==> src/rtl/sensor_responder.sv <==
// Sensor endpoint: listens for a one-byte UART poll on rx and, when it names this
// sensor, answers on tx with the latched sample byte followed by its CRC-8.
module sensor_responder #(
  parameter int unsigned CLKS_PER_BIT = 434,
  parameter logic [2:0]  SENSOR_ID    = 3'd1,
  parameter int unsigned TURNAROUND   = 16
) (
  input  logic       clock,
  input  logic       resetn,
  input  logic       rx,
  output logic       tx,
  input  logic [7:0] sensor_data,
  output logic       data_latched,
  output logic       busy
);

  localparam int unsigned   CW        = $clog2(CLKS_PER_BIT + TURNAROUND + 1);
  localparam logic [CW-1:0] CNT_ZERO  = {CW{1'b0}};
  localparam logic [CW-1:0] CNT_ONE   = CW'(1);
  localparam logic [CW-1:0] BIT_LAST  = CW'(CLKS_PER_BIT - 1);
  localparam logic [CW-1:0] HALF_LAST = CW'(CLKS_PER_BIT / 2 - 1);
  localparam logic [CW-1:0] TURN_LAST = CW'(TURNAROUND - 1);
  localparam logic [7:0]    POLL_BYTE = {5'b00000, SENSOR_ID};

  typedef enum logic [1:0] {RX_IDLE = 2'd0, RX_START = 2'd1, RX_BITS = 2'd2, RX_STOP = 2'd3} rx_state_t;
  typedef enum logic [1:0] {WAIT_POLL = 2'd0, TURN = 2'd1, SEND_DATA = 2'd2, SEND_CRC = 2'd3} seq_state_t;
  typedef enum logic [1:0] {TX_IDLE = 2'd0, TX_START = 2'd1, TX_BITS = 2'd2, TX_STOP = 2'd3} tx_state_t;

  // CRC-8, poly 0x07, init 0, no reflection; with a zero init the byte is the initial remainder
  function automatic logic [7:0] crc8(input logic [7:0] d);
    logic [7:0] c;
    c = d;
    for (int i = 0; i < 8; i++) begin
      if (c[7]) c = {c[6:0], 1'b0} ^ 8'h07;
      else      c = {c[6:0], 1'b0};
    end
    return c;
  endfunction

  logic            r_rx_meta, r_rx_sync, r_rx_prev;
  rx_state_t       r_rx_state, w_rx_next;
  logic [CW-1:0]   r_rx_cnt;
  logic [2:0]      r_rx_bit;
  logic [7:0]      r_rx_shift, r_sample;
  logic            r_rx_valid, w_rx_tick, w_rx_good;

  seq_state_t      r_seq, w_seq_next;
  tx_state_t       r_tx_state, w_tx_next;
  logic [CW-1:0]   r_tx_cnt;
  logic [2:0]      r_tx_bit, w_tx_bit_next;
  logic [7:0]      r_data, r_crc, w_tx_byte;
  logic            r_tx, w_tx_d, r_busy, r_latched;
  logic            w_hit, w_tx_tick, w_turn_done, w_frame_done;

  // rx synchronizer plus one delayed copy for falling-edge detection
  always_ff @(posedge clock) begin
    if (!resetn) begin
      r_rx_meta <= 1'b1;
      r_rx_sync <= 1'b1;
      r_rx_prev <= 1'b1;
    end else begin
      r_rx_meta <= rx;
      r_rx_sync <= r_rx_meta;
      r_rx_prev <= r_rx_sync;
    end
  end

  // receiver state, bit timer and shift register
  always_ff @(posedge clock) begin
    if (!resetn) begin
      r_rx_state <= RX_IDLE;
      r_rx_cnt   <= CNT_ZERO;
      r_rx_bit   <= 3'd0;
      r_rx_shift <= 8'h00;
      r_rx_valid <= 1'b0;
      r_sample   <= 8'h00;
    end else begin
      r_rx_state <= w_rx_next;
      r_rx_valid <= w_rx_good;
      if (w_rx_good) r_sample <= sensor_data;
      if (r_rx_state == RX_IDLE || w_rx_tick) r_rx_cnt <= CNT_ZERO;
      else                                    r_rx_cnt <= r_rx_cnt + CNT_ONE;
      if (r_rx_state == RX_BITS && w_rx_tick) begin
        r_rx_shift <= {r_rx_sync, r_rx_shift[7:1]};
        r_rx_bit   <= r_rx_bit + 3'd1;
      end else if (r_rx_state != RX_BITS) begin
        r_rx_bit <= 3'd0;
      end
    end
  end

  // receiver next state; start bit is re-checked at mid-bit to reject glitches
  always_comb begin
    w_rx_next = r_rx_state;
    if (r_rx_state == RX_START) w_rx_tick = (r_rx_cnt == HALF_LAST);
    else                        w_rx_tick = (r_rx_cnt == BIT_LAST);
    case (r_rx_state)
      RX_IDLE:  if (r_rx_prev && !r_rx_sync) w_rx_next = RX_START; else w_rx_next = RX_IDLE;
      RX_START: if (!w_rx_tick) w_rx_next = RX_START;
                else if (r_rx_sync) w_rx_next = RX_IDLE;
                else w_rx_next = RX_BITS;
      RX_BITS:  if (w_rx_tick && r_rx_bit == 3'd7) w_rx_next = RX_STOP; else w_rx_next = RX_BITS;
      RX_STOP:  if (w_rx_tick) w_rx_next = RX_IDLE; else w_rx_next = RX_STOP;
      default:  w_rx_next = RX_IDLE;
    endcase
  end

  assign w_rx_good    = (r_rx_state == RX_STOP) && w_rx_tick && r_rx_sync;
  assign w_hit        = r_rx_valid && (r_rx_shift == POLL_BYTE) && (r_seq == WAIT_POLL);
  assign w_tx_tick    = (r_tx_cnt == BIT_LAST);
  assign w_turn_done  = (r_seq == TURN) && (r_tx_cnt == TURN_LAST);
  assign w_frame_done = (r_tx_state == TX_STOP) && w_tx_tick;
  assign w_tx_byte    = (r_seq == SEND_DATA) ? r_data : r_crc;

  // sequencer/transmitter state and registered outputs
  always_ff @(posedge clock) begin
    if (!resetn) begin
      r_seq      <= WAIT_POLL;
      r_tx_state <= TX_IDLE;
      r_tx_cnt   <= CNT_ZERO;
      r_tx_bit   <= 3'd0;
      r_tx       <= 1'b1;
      r_busy     <= 1'b0;
      r_latched  <= 1'b0;
      r_data     <= 8'h00;
      r_crc      <= 8'h00;
    end else begin
      r_seq      <= w_seq_next;
      r_tx_state <= w_tx_next;
      r_tx_bit   <= w_tx_bit_next;
      r_tx       <= w_tx_d;
      r_busy     <= (w_seq_next != WAIT_POLL);
      r_latched  <= w_hit;
      if (r_seq == WAIT_POLL || w_turn_done || (r_tx_state != TX_IDLE && w_tx_tick))
        r_tx_cnt <= CNT_ZERO;
      else
        r_tx_cnt <= r_tx_cnt + CNT_ONE;
      if (w_hit) begin
        r_data <= r_sample;
        r_crc  <= crc8(r_sample);
      end
    end
  end

  // sequencer and transmitter next state; CRC frame starts straight out of the data stop bit
  always_comb begin
    w_seq_next = r_seq;
    w_tx_next  = r_tx_state;
    case (r_seq)
      WAIT_POLL: if (w_hit) w_seq_next = TURN; else w_seq_next = WAIT_POLL;
      TURN:      if (w_turn_done) w_seq_next = SEND_DATA; else w_seq_next = TURN;
      SEND_DATA: if (w_frame_done) w_seq_next = SEND_CRC; else w_seq_next = SEND_DATA;
      SEND_CRC:  if (w_frame_done) w_seq_next = WAIT_POLL; else w_seq_next = SEND_CRC;
      default:   w_seq_next = WAIT_POLL;
    endcase
    case (r_tx_state)
      TX_IDLE:  if (w_turn_done) w_tx_next = TX_START; else w_tx_next = TX_IDLE;
      TX_START: if (w_tx_tick) w_tx_next = TX_BITS; else w_tx_next = TX_START;
      TX_BITS:  if (w_tx_tick && r_tx_bit == 3'd7) w_tx_next = TX_STOP; else w_tx_next = TX_BITS;
      TX_STOP:  if (!w_tx_tick) w_tx_next = TX_STOP;
                else if (r_seq == SEND_DATA) w_tx_next = TX_START;
                else w_tx_next = TX_IDLE;
      default:  w_tx_next = TX_IDLE;
    endcase
  end

  // next line level, derived from the state being entered
  always_comb begin
    w_tx_bit_next = r_tx_bit;
    w_tx_d        = 1'b1;
    if (r_tx_state == TX_BITS && w_tx_tick) w_tx_bit_next = r_tx_bit + 3'd1;
    else if (r_tx_state != TX_BITS)         w_tx_bit_next = 3'd0;
    else                                    w_tx_bit_next = r_tx_bit;
    case (w_tx_next)
      TX_START: w_tx_d = 1'b0;
      TX_BITS:  w_tx_d = w_tx_byte[w_tx_bit_next];
      TX_STOP:  w_tx_d = 1'b1;
      TX_IDLE:  w_tx_d = 1'b1;
      default:  w_tx_d = 1'b1;
    endcase
  end

  assign tx           = r_tx;
  assign busy         = r_busy;
  assign data_latched = r_latched;

endmodule

==> config.mk <==
export PLATFORM = sky130hd
export DESIGN_NAME = sensor_responder
export DESIGN_NICKNAME = d
export VERILOG_FILES = /design/src/rtl/sensor_responder.sv
export SDC_FILE = /design/constraint.sdc
export NUM_CORES = 1
export LEC_CHECK = 0
export CORE_ASPECT_RATIO = 1.75
export CORE_MARGIN = 2
export CORE_UTILIZATION = 25
export CTS_BUF_LIST = sky130_fd_sc_hd__clkbuf_8 sky130_fd_sc_hd__clkbuf_16
export CTS_CLUSTER_DIAMETER = 200
export DETAILED_ROUTE_END_ITERATION = 6
export DONT_BUFFER_PORTS = 1
export SYNTH_ARGS = -nofsm -noshare
export SYNTH_HDL_FRONTEND = slang
export SYNTH_SLANG_ARGS = --single-unit
==> constraint.sdc <==
create_clock -name clock -period 3.3 [get_ports clock]
set_input_delay 0.99 -clock clock [delete_from_list [all_inputs] [get_ports clock]]
set_output_delay 0.99 -clock clock [all_outputs]
set_load 0.02 [all_outputs]
Yosys cells after proc, flatten, opt, wreduce, memory -nomap -nowiden
Index checks and enable logic that the tools add are counted.
- add/sub/neg operators: 4
- $mul: 0
- divide/modulo/power cells: 0
- $lt $le $gt $ge: 1
- equal/unequal tests: 21
- shifts and indexed selects: 0
- mux-type cells: 48
- bitwise operators: 9
- reductions and logical operators: 26
- operators by type and width (operator ; number):
    $mux 8 ; 15
    $mux 3 ; 12
    $not 3->3 ; 8
    $pmux 2 s4 ; 3
    $add 9x1->9 const B ; 2
    $eq 9x9->1 const B ; 2
    $eq 2x2->1 const B ; 8
    $mux 2 ; 7
    $logic_and 1x1->1 ; 12
    $eq 9x4->1 const B ; 1
    $eq 9x8->1 const B ; 1
    $mux 1 ; 9
    $eq 2x1->1 const B ; 4
    $eq 8x1->1 const B ; 1
    $logic_not 2->1 ; 4
    $add 3x1->3 const B ; 2
    $eq 3x3->1 const B ; 2
    $reduce_bool 2->1 ; 3
    $reduce_or 2->1 ; 3
    $lt 3x4->1 const B ; 1
    $ne 2x2->1 const B ; 2
    $bmux 1 s3 ; 1
    $logic_or 1x1->1 ; 3
    $pmux 1 s3 ; 1
    2 further kinds ; 2
- register bits after elaboration: 69
- latch bits: 0
- memory bits (writable): 0
- memory bits (read-only): 0
- input port bits: 11
- output and inout bits: 3
- word-level logic and storage cells: 127
- memories kept: 0

Longest topological paths before layout
Gate-level depths: netlist of run 1.
- depth in word-level cells: 31
- gate-level depth with buffers: 14
- mapped depth without buffers: 14

Least setup slack after synthesis of run 1
OpenSTA, ideal clock, no wires.
- kind: register to register
- start: register r_tx_cnt[2]
- end: register r_tx, in the netlist tx
- setup time: 0.079 ns
- arrival time: 2.271 ns
- required time: 3.221 ns
- slack: 0.950 ns
- stages on the path, launching flop included: 12
- buffers on the path: 0
- clock period less this slack: 2.350 ns
- path through: dfxtp_1 > or4b_1 > nor2_2 > nand3_1 > o21ai_0 > inv_1 > ha_1 > nor2b_1 > nand2_1 > mux2i_1 > o22ai_1 > a22oi_1
- word-level cells in the longest chain between the ends: 7
- elaborated cells on any way between the ends: 19
- those cells by class: 5 x eq/ne; 9 x mux; 5 x reduce/logical
- ends and longest elaborated chain (item ; RTL line ; RTL):
    start: declaration ; 49 ; logic [CW-1:0] r_tx_cnt;
    start signal: assignment ; 137 ; r_tx_cnt <= r_tx_cnt + CNT_ONE;
    $eq 9x9->1 or $eq 9x4->1 (tied branches) ; 110, 111 ;
    $logic_and 1x1->1, on equally long branches ; 159, 111 ;
    $mux 1, on equally long branches ; 159, 157 ;
    $pmux 2 s4 (*) ; 156 ; case (r_tx_state)
    via w_tx_next[0] ; 48 ; tx_state_t r_tx_state, w_tx_next;
    $eq 2x2->1 or $logic_not 2->1 (tied branches) ; 174 ; case (w_tx_next)
    $reduce_or 2->1 (no line) ; n/a ;
    $pmux 1 s3 (*) ; 174 ;
    end signal: assignment ; 131 ; r_tx <= w_tx_d;
    end: declaration ; 52 ; logic r_tx, w_tx_d, r_busy, r_latched;
The timed path passes the listed nets; every way through them passes the cells marked *. The select of a mux whose other input is x is not followed.
A chain may end at the register's enable or synchronous reset.

Worst setup path after layout of run 1
Ends and elaborated chain as after synthesis.

==> results of run 1 <==
-- layout make-up --
cell class                      count  area, um^2
Clock buffer                       11       252.7
Tap cell                          168       210.2
Multi-Input combinational cell    244        1635
Clock inverter                      5       73.82
Fill cell                        1274        8751
Timing Repair Buffer                4       30.03
Inverter                            8       30.03
Sequential cell                    69        1381
-- report_power, final --
group          total (mW)  internal (mW)  leakage, nW  switching, mW
clock                1.03          0.696        0.167          0.331
sequential          0.838          0.836        0.556        0.00214
combinational      0.0152        0.00397        0.586         0.0112
total                1.88           1.54         1.31          0.345
-- metal layers --
metal  up-vias  global-route usage, %  part of all wire [%]
met4         0                  4.978                   2.5
met5         -                      0                     0
met1      1053                  10.39                    41
li1       1146                      -                     -
met3         9                  2.390                   2.3
met2        20                  16.20                    54
-- registers in the layout (all words and copies together) (netlist names), 2 cells and up --
name	cells
r_rx_cnt	9
r_tx_cnt	9
r_crc	8
r_data	8
r_rx_shift	8
r_sample	8
r_rx_bit	3
r_tx_bit	3
r_rx_state	2
r_seq	2
r_tx_state	2
-- worst max-delay path by stage --
stage / from / endpoint / depth (start not counted)
2_1_floorplan: r_tx_cnt[2] / tx / 11
3_3_place_gp: r_tx_cnt[2] / tx / 11
3_5_place_dp: r_tx_cnt[2] / tx / 11
4_1_cts: r_tx_cnt[2] / tx / 11
5_1_grt: r_tx_cnt[3] / tx / 11
6_report: r_tx_cnt[2] / tx / 11
-- cell families after synthesis --
| family | Yosys count | synth area share, % |
|---|---|---|
| multiplexers | 41 | 13.61 |
| adder cells (fa/ha/maj) | 9 | 3.593 |
| AO/OA/AOI/OAI | 29 | 6.388 |
| XOR/XNOR | 29 | 8.104 |
| AND/OR/NAND/NOR | 136 | 20.48 |
| buffers and inverters | 25 | 3.752 |
| flip-flops | 69 | 44.07 |
-- cells in the final DEF, fill, tap and decap left out, types with 2 or more instances in the layout --
| cell type | n |
|---|---|
| nor2_1 | 73 |
| dfxtp_1 | 69 |
| mux2i_1 | 37 |
| nand2_1 | 16 |
| xnor2_1 | 16 |
| nand3_1 | 14 |
| xor2_1 | 13 |
| a21oi_1 | 12 |
| ha_1 | 9 |
| clkbuf_16 | 9 |
| inv_1 | 8 |
| nand4_1 | 5 |
| o21ai_0 | 5 |
| and3_1 | 4 |
| nor2b_1 | 4 |
| buf_4 | 4 |
| nand2b_1 | 3 |
| mux2_2 | 3 |
| nor3_1 | 2 |
| nor4b_1 | 2 |
| nand4b_1 | 2 |
| o2111ai_1 | 2 |
| and4_1 | 2 |
| a31oi_1 | 2 |
| o211a_1 | 2 |
| clkinv_2 | 2 |
| bufinv_16 | 2 |
| clkbuf_8 | 2 |
-- metrics by stage --
stage	util (%)	worst slack [ns]	area [um^2]	power (mW)
after global routing	29.22	0.4427	3613	1.945
after floorplan	-	0.9500	3134	0.8686
after CTS	29.22	0.6559	3613	1.911
after detailed placement	26.58	0.6658	3287	0.8717
after global placement	26.58	0.7662	3287	0.8715
final	29.22	0.6918	3613	1.881
-- worst max-delay path: stages, from the launching register on --
cell and delay (ns):
dfxtp_1 0.34, or4b_1 0.61, nor2_2 0.34, nand3_1 0.11
o21ai_0 0.15, inv_1 0.09, ha_1 0.21, nor2b_1 0.19
nand2_1 0.07, mux2i_1 0.14, o22ai_1 0.09, a22oi_1 0.19
==> impl_metrics.py, run 1 <==
metrics = {
    "routing": {
        "vias_per_cell": 4.377,
        "ant_nets": 0,
        "wl_per_cell_um": 11.45,
        "wirelength_um": 5827,
        "vias": 2228,
        "drt_iter0_drc": 94,
        "drcViolationCount": 0,
        "drt_first_pass_iters": 4,
    },
    "die": {
        "io_pins": 14,
        "start_util_pct": 25.35,
        "core_mm2": 0.01236,
        "die_y_um": 152.1,
        "dieArea_mm2": 0.01348,
        "die_w_um": 88.64,
        "num_rows": 54,
    },
    "cts": {
        "clk_latency_ns": 0.33,
        "numCtsBuffers": 9,
        "postCtsSetupBuffers": 0,
        "cts_hold_buffers": 0,
        "clkTransAtPathRegs_ns": 0.06,
        "htreeDepth": 3,
        "cts_buffer_depth": 2,
        "cts_tree": "built",
        "numClockSinks": 69,
        "cts_resized": 0,
        "cts-root-buf": "clkbuf_16",
    },
    "layout": {
        "synthToLayoutAreaGrowth_pct": 15.29,
        "final_nets": 356,
        "stdcell_count": 509,
        "drive_gt1_share_pct": 8.504,
        "antenna_cells": 0,
    },
    "pwr": {
        "power_density_mw_per_mm2": 520.7,
        "power.leakage_nw": 1.309,
        "vdd_ir_drop_max_v": 0.0003510,
    },
    "grt": {
        "antenna_found_initial": 0,
        "grt_first_pass_wirelength_um": 10030,
        "grtUsageTotal_pct": 9.472,
        "first_global_vias": 2160,
        "gr-total-overflow": 0,
        "grt_max_degree": 44,
    },
    "timing": {
        "post-route-period-util_pct": 79.04,
        "fin_hold_ws_ns": 0.4133,
        "rsz0062_at_grt": "false",
        "final.setup_skew_ns": 0.006640,
        "finalWorstPathRequiredPeriod_ns": 2.608,
        "tightest_slew_ns": 0.7936,
        "drv_slew": 0,
        "setup_viol_count_final": 0,
        "fmax_mhz": 383.4,
        "final.setup.tns_ns": 0,
        "relSlewSlack_pct": 47.04,
        "hold_viol_final": 0,
    },
    "synthesis": {
        "synthTopCellsByArea": "dfxtp_1 (44%), mux2i_1 (12%), nor2_1 (8.7%), xnor2_1 (4.5%), xor2_1 (3.6%)",
        "yosys.area.top_type_share_pct": 44.07,
        "synthesis.nets": 358,
        "synth_edf_count": 0,
        "seq_area_frac_synth_pct": 44.07,
        "syn_area_per_cell_um2": 9.273,
        "yosysTopAreaCell": "dfxtp_1",
        "ys_seq_elements": 69,
        "async_reset_ff_share_pct": 0,
        "netlist_area_mm2": 0.003134,
        "synth_cells": 338,
        "ys_warn_count": 0,
        "synth_cell_types": 43,
        "ys.flop_type": "dfxtp_1",
        "netlist_top_cells_count": "nor2_1 (73), dfxtp_1 (69), mux2i_1 (37)",
        "yosysMostFrequentCell": "nor2_1",
    },
    "run_status": {
        "status": "finished, final reports clean",
    },
    "min_path": {
        "whs_path_depth": 1,
        "min_to": "r_rx_sync",
        "min_path_type": "reg -> reg",
        "hold_path_startpoint": "r_rx_meta",
    },
    "flow_run": {
        "drv_cap": 0,
    },
    "setup_path": {
        "path_max_fanout": 9,
        "worst_ep_required_time_ns": 3.55,
        "r2r_end": "tx",
        "crit_arrival_ns": 2.86,
        "path_class": "reg -> reg",
        "ff2ff_setup_slack_ns": 0.69,
        "endpoint_kind": "flop",
        "worstRegToRegCells": 11,
        "reg2reg_from": "r_tx_cnt[2]",
        "cp-start-kind": "flop",
    },
    "place": {
        "dp_hpwl_um": 4206,
        "gp_congestion": 0.8010,
        "portBuffers": 0,
        "dp.cells": 493,
    },
}
Power figures use the tool's default switching activity.
==> run 2: changes to the inputs <==
Clock period 3.3 ns to 2.6 ns, I/O delays scaled along.
==> run 2 against run 1 <==
  * Total power increased by 17%
  * Sequential share of layout area is essentially flat
  * Wire length up 5.1%
  * Sequential cell count unchanged
  * Critical path type unchanged
  * Highest routed layer unchanged
==> impl_metrics.py, run 2 (same netlist as run 1, synthesis figures left out) <==
metrics = {
    "run_status": {
        "status": "finished, final reports clean",
    },
    "layout": {
        "stdcell_count": 513,
        "final_cell_mix": "nor2_1 (73), dfxtp_1 (69), mux2i_1 (37), nand2_1 (16), xnor2_1 (16)",
        "synthToLayoutAreaGrowth_pct": 15.25,
        "final_nets": 360,
        "final_cell_area_mm2": 0.003612,
        "final_common_cell": "nor2_1",
        "drive_gt1_share_pct": 10.72,
        "final_core_util_pct": 29.21,
        "top_regs": "r_rx_cnt: 9 flops, r_tx_cnt: 9 flops",
        "antenna_cells": 0,
    },
    "cts": {
        "htreeDepth": 3,
        "cts_hold_buffers": 0,
        "numCtsBuffers": 9,
        "cts_buffer_depth": 2,
        "cts-root-buf": "clkbuf_16",
        "cts_tree": "built",
        "clkTransAtPathRegs_ns": 0.06,
        "postCtsSetupBuffers": 0,
        "numClockSinks": 69,
        "cts_resized": 0,
        "clk_latency_ns": 0.33,
    },
    "setup_path": {
        "reg2reg_from": "r_tx_cnt[2]",
        "worst_ep_required_time_ns": 2.85,
        "path_class": "reg -> reg",
        "path_max_fanout": 7,
        "crit_arrival_ns": 2.61,
        "critPathLaunch": "r_tx_cnt[2]",
        "endpoint_kind": "flop",
        "cp-start-kind": "flop",
    },
    "timing": {
        "final.setup_skew_ns": 0.006203,
        "fmax_mhz": 424.1,
        "final.setup.tns_ns": 0,
        "post-route-period-util_pct": 90.69,
        "drv_slew": 0,
        "relSlewSlack_pct": 51.59,
        "rsz0062_at_grt": "false",
        "setup_viol_count_final": 0,
        "hold_viol_final": 0,
        "final.setup.worst_slack_ns": 0.2419,
        "finalWorstPathRequiredPeriod_ns": 2.358,
        "tightest_slew_ns": 0.7254,
        "fin_hold_ws_ns": 0.4128,
    },
    "routing": {
        "vias": 2281,
        "drt_iter0_drc": 53,
        "wl_per_cell_um": 11.94,
        "drcViolationCount": 0,
        "wirelength_um": 6124,
        "drt_first_pass_iters": 4,
        "vias_per_cell": 4.446,
        "ant_nets": 0,
    },
    "min_path": {
        "hold_path_startpoint": "r_rx_meta",
        "min_path_type": "reg -> reg",
    },
    "grt": {
        "antenna_found_initial": 0,
        "grt_first_pass_wirelength_um": 10290,
        "grt_max_degree": 44,
        "grtUsageTotal_pct": 9.708,
        "first_global_vias": 2270,
        "gr-total-overflow": 0,
    },
    "place": {
        "placed_cell_area_mm2": 0.003317,
        "dp.cells": 497,
        "dp_hpwl_um": 4434,
        "gp_congestion": 0.8043,
        "portBuffers": 0,
        "dp_slack_ns": 0.05268,
    },
    "pwr": {
        "pwr-share-clk_pct": 50.6,
        "sw_frac_of_total_pct": 21.87,
        "power_density_mw_per_mm2": 606.9,
        "p_int_mw": 1.713,
        "power.leakage_nw": 1.299,
        "p_comb_share_pct": 0.9,
        "vdd_ir_drop_max_v": 0.0005488,
        "pwr-share-seq_pct": 48.5,
        "power_mw": 2.192,
        "p_sw_uw": 479.4,
    },
    "die": {
        "die_w_um": 88.64,
        "dieArea_mm2": 0.01348,
        "start_util_pct": 25.35,
        "io_pins": 14,
        "num_rows": 54,
        "core_mm2": 0.01236,
        "die_y_um": 152.1,
    },
    "flow_run": {
        "drv_cap": 0,
    },
}
-- run 2: cell count changes in the layout (fill, tap and decap cells not counted), moves of 2 or more --
| cell | change |
|---|---|
| buf_4 | +4 |
| bufinv_16 | -2 |
| clkbuf_8 | -2 |
| clkinv_4 | +2 |
| clkinvlp_4 | +2 |
-- run 2: final timing paths --
| kind | end | slack (ns) | depth (start not counted) |
|---|---|---|---|
| hold reg to reg | r_rx_sync | 0.41 | 1 |
| setup reg to reg | tx | 0.24 | 11 |
| hold / removal | r_rx_sync | 0.41 | 1 |
| setup / recovery | tx | 0.24 | 11 |
-- run 2: power by group through the flow --
stage / sequential, mW / combinational, mW / clock [mW]
final: 1.06 / 0.0195 / 1.11
after global routing: 1.06 / 0.0219 / 1.20
after CTS: 1.06 / 0.0201 / 1.15
after detailed placement: 1.09 / 0.0200 / 0
after global placement: 1.09 / 0.0196 / 0
after floorplan: 1.09 / 0.0169 / 0
-- run 2: metal layers --
layer / up-vias / share of wire (%) / track usage, %
li1: 1155 / - / -
met1: 1094 / 40 / 9.980
met2: 23 / 55 / 17.27
met3: 9 / 2.3 / 2.716
met4: 0 / 2.5 / 4.834
met5: - / 0 / 0
-- run 2: area by class of cell --
cell class | instances | area (um^2)
fillers | 1306 | 8752
inverters | 8 | 30.03
well taps | 168 | 210.2
multi-input cells | 244 | 1654
flip-flops and latches | 69 | 1381
clock buffers | 9 | 225.2
repair buffers | 8 | 60.06
clock inverters | 7 | 51.30
-- run 2: worst max-delay path, stage by stage (launching register included) --
cell     delay, ns
dfxtp_1       0.35
or4b_4        0.59
nor2_4        0.17
nand3_1       0.09
o21ai_1       0.15
inv_1         0.07
ha_1          0.22
nor2b_2       0.16
nand2_1       0.07
mux2i_1       0.13
o22ai_1       0.09
a22oi_1       0.20
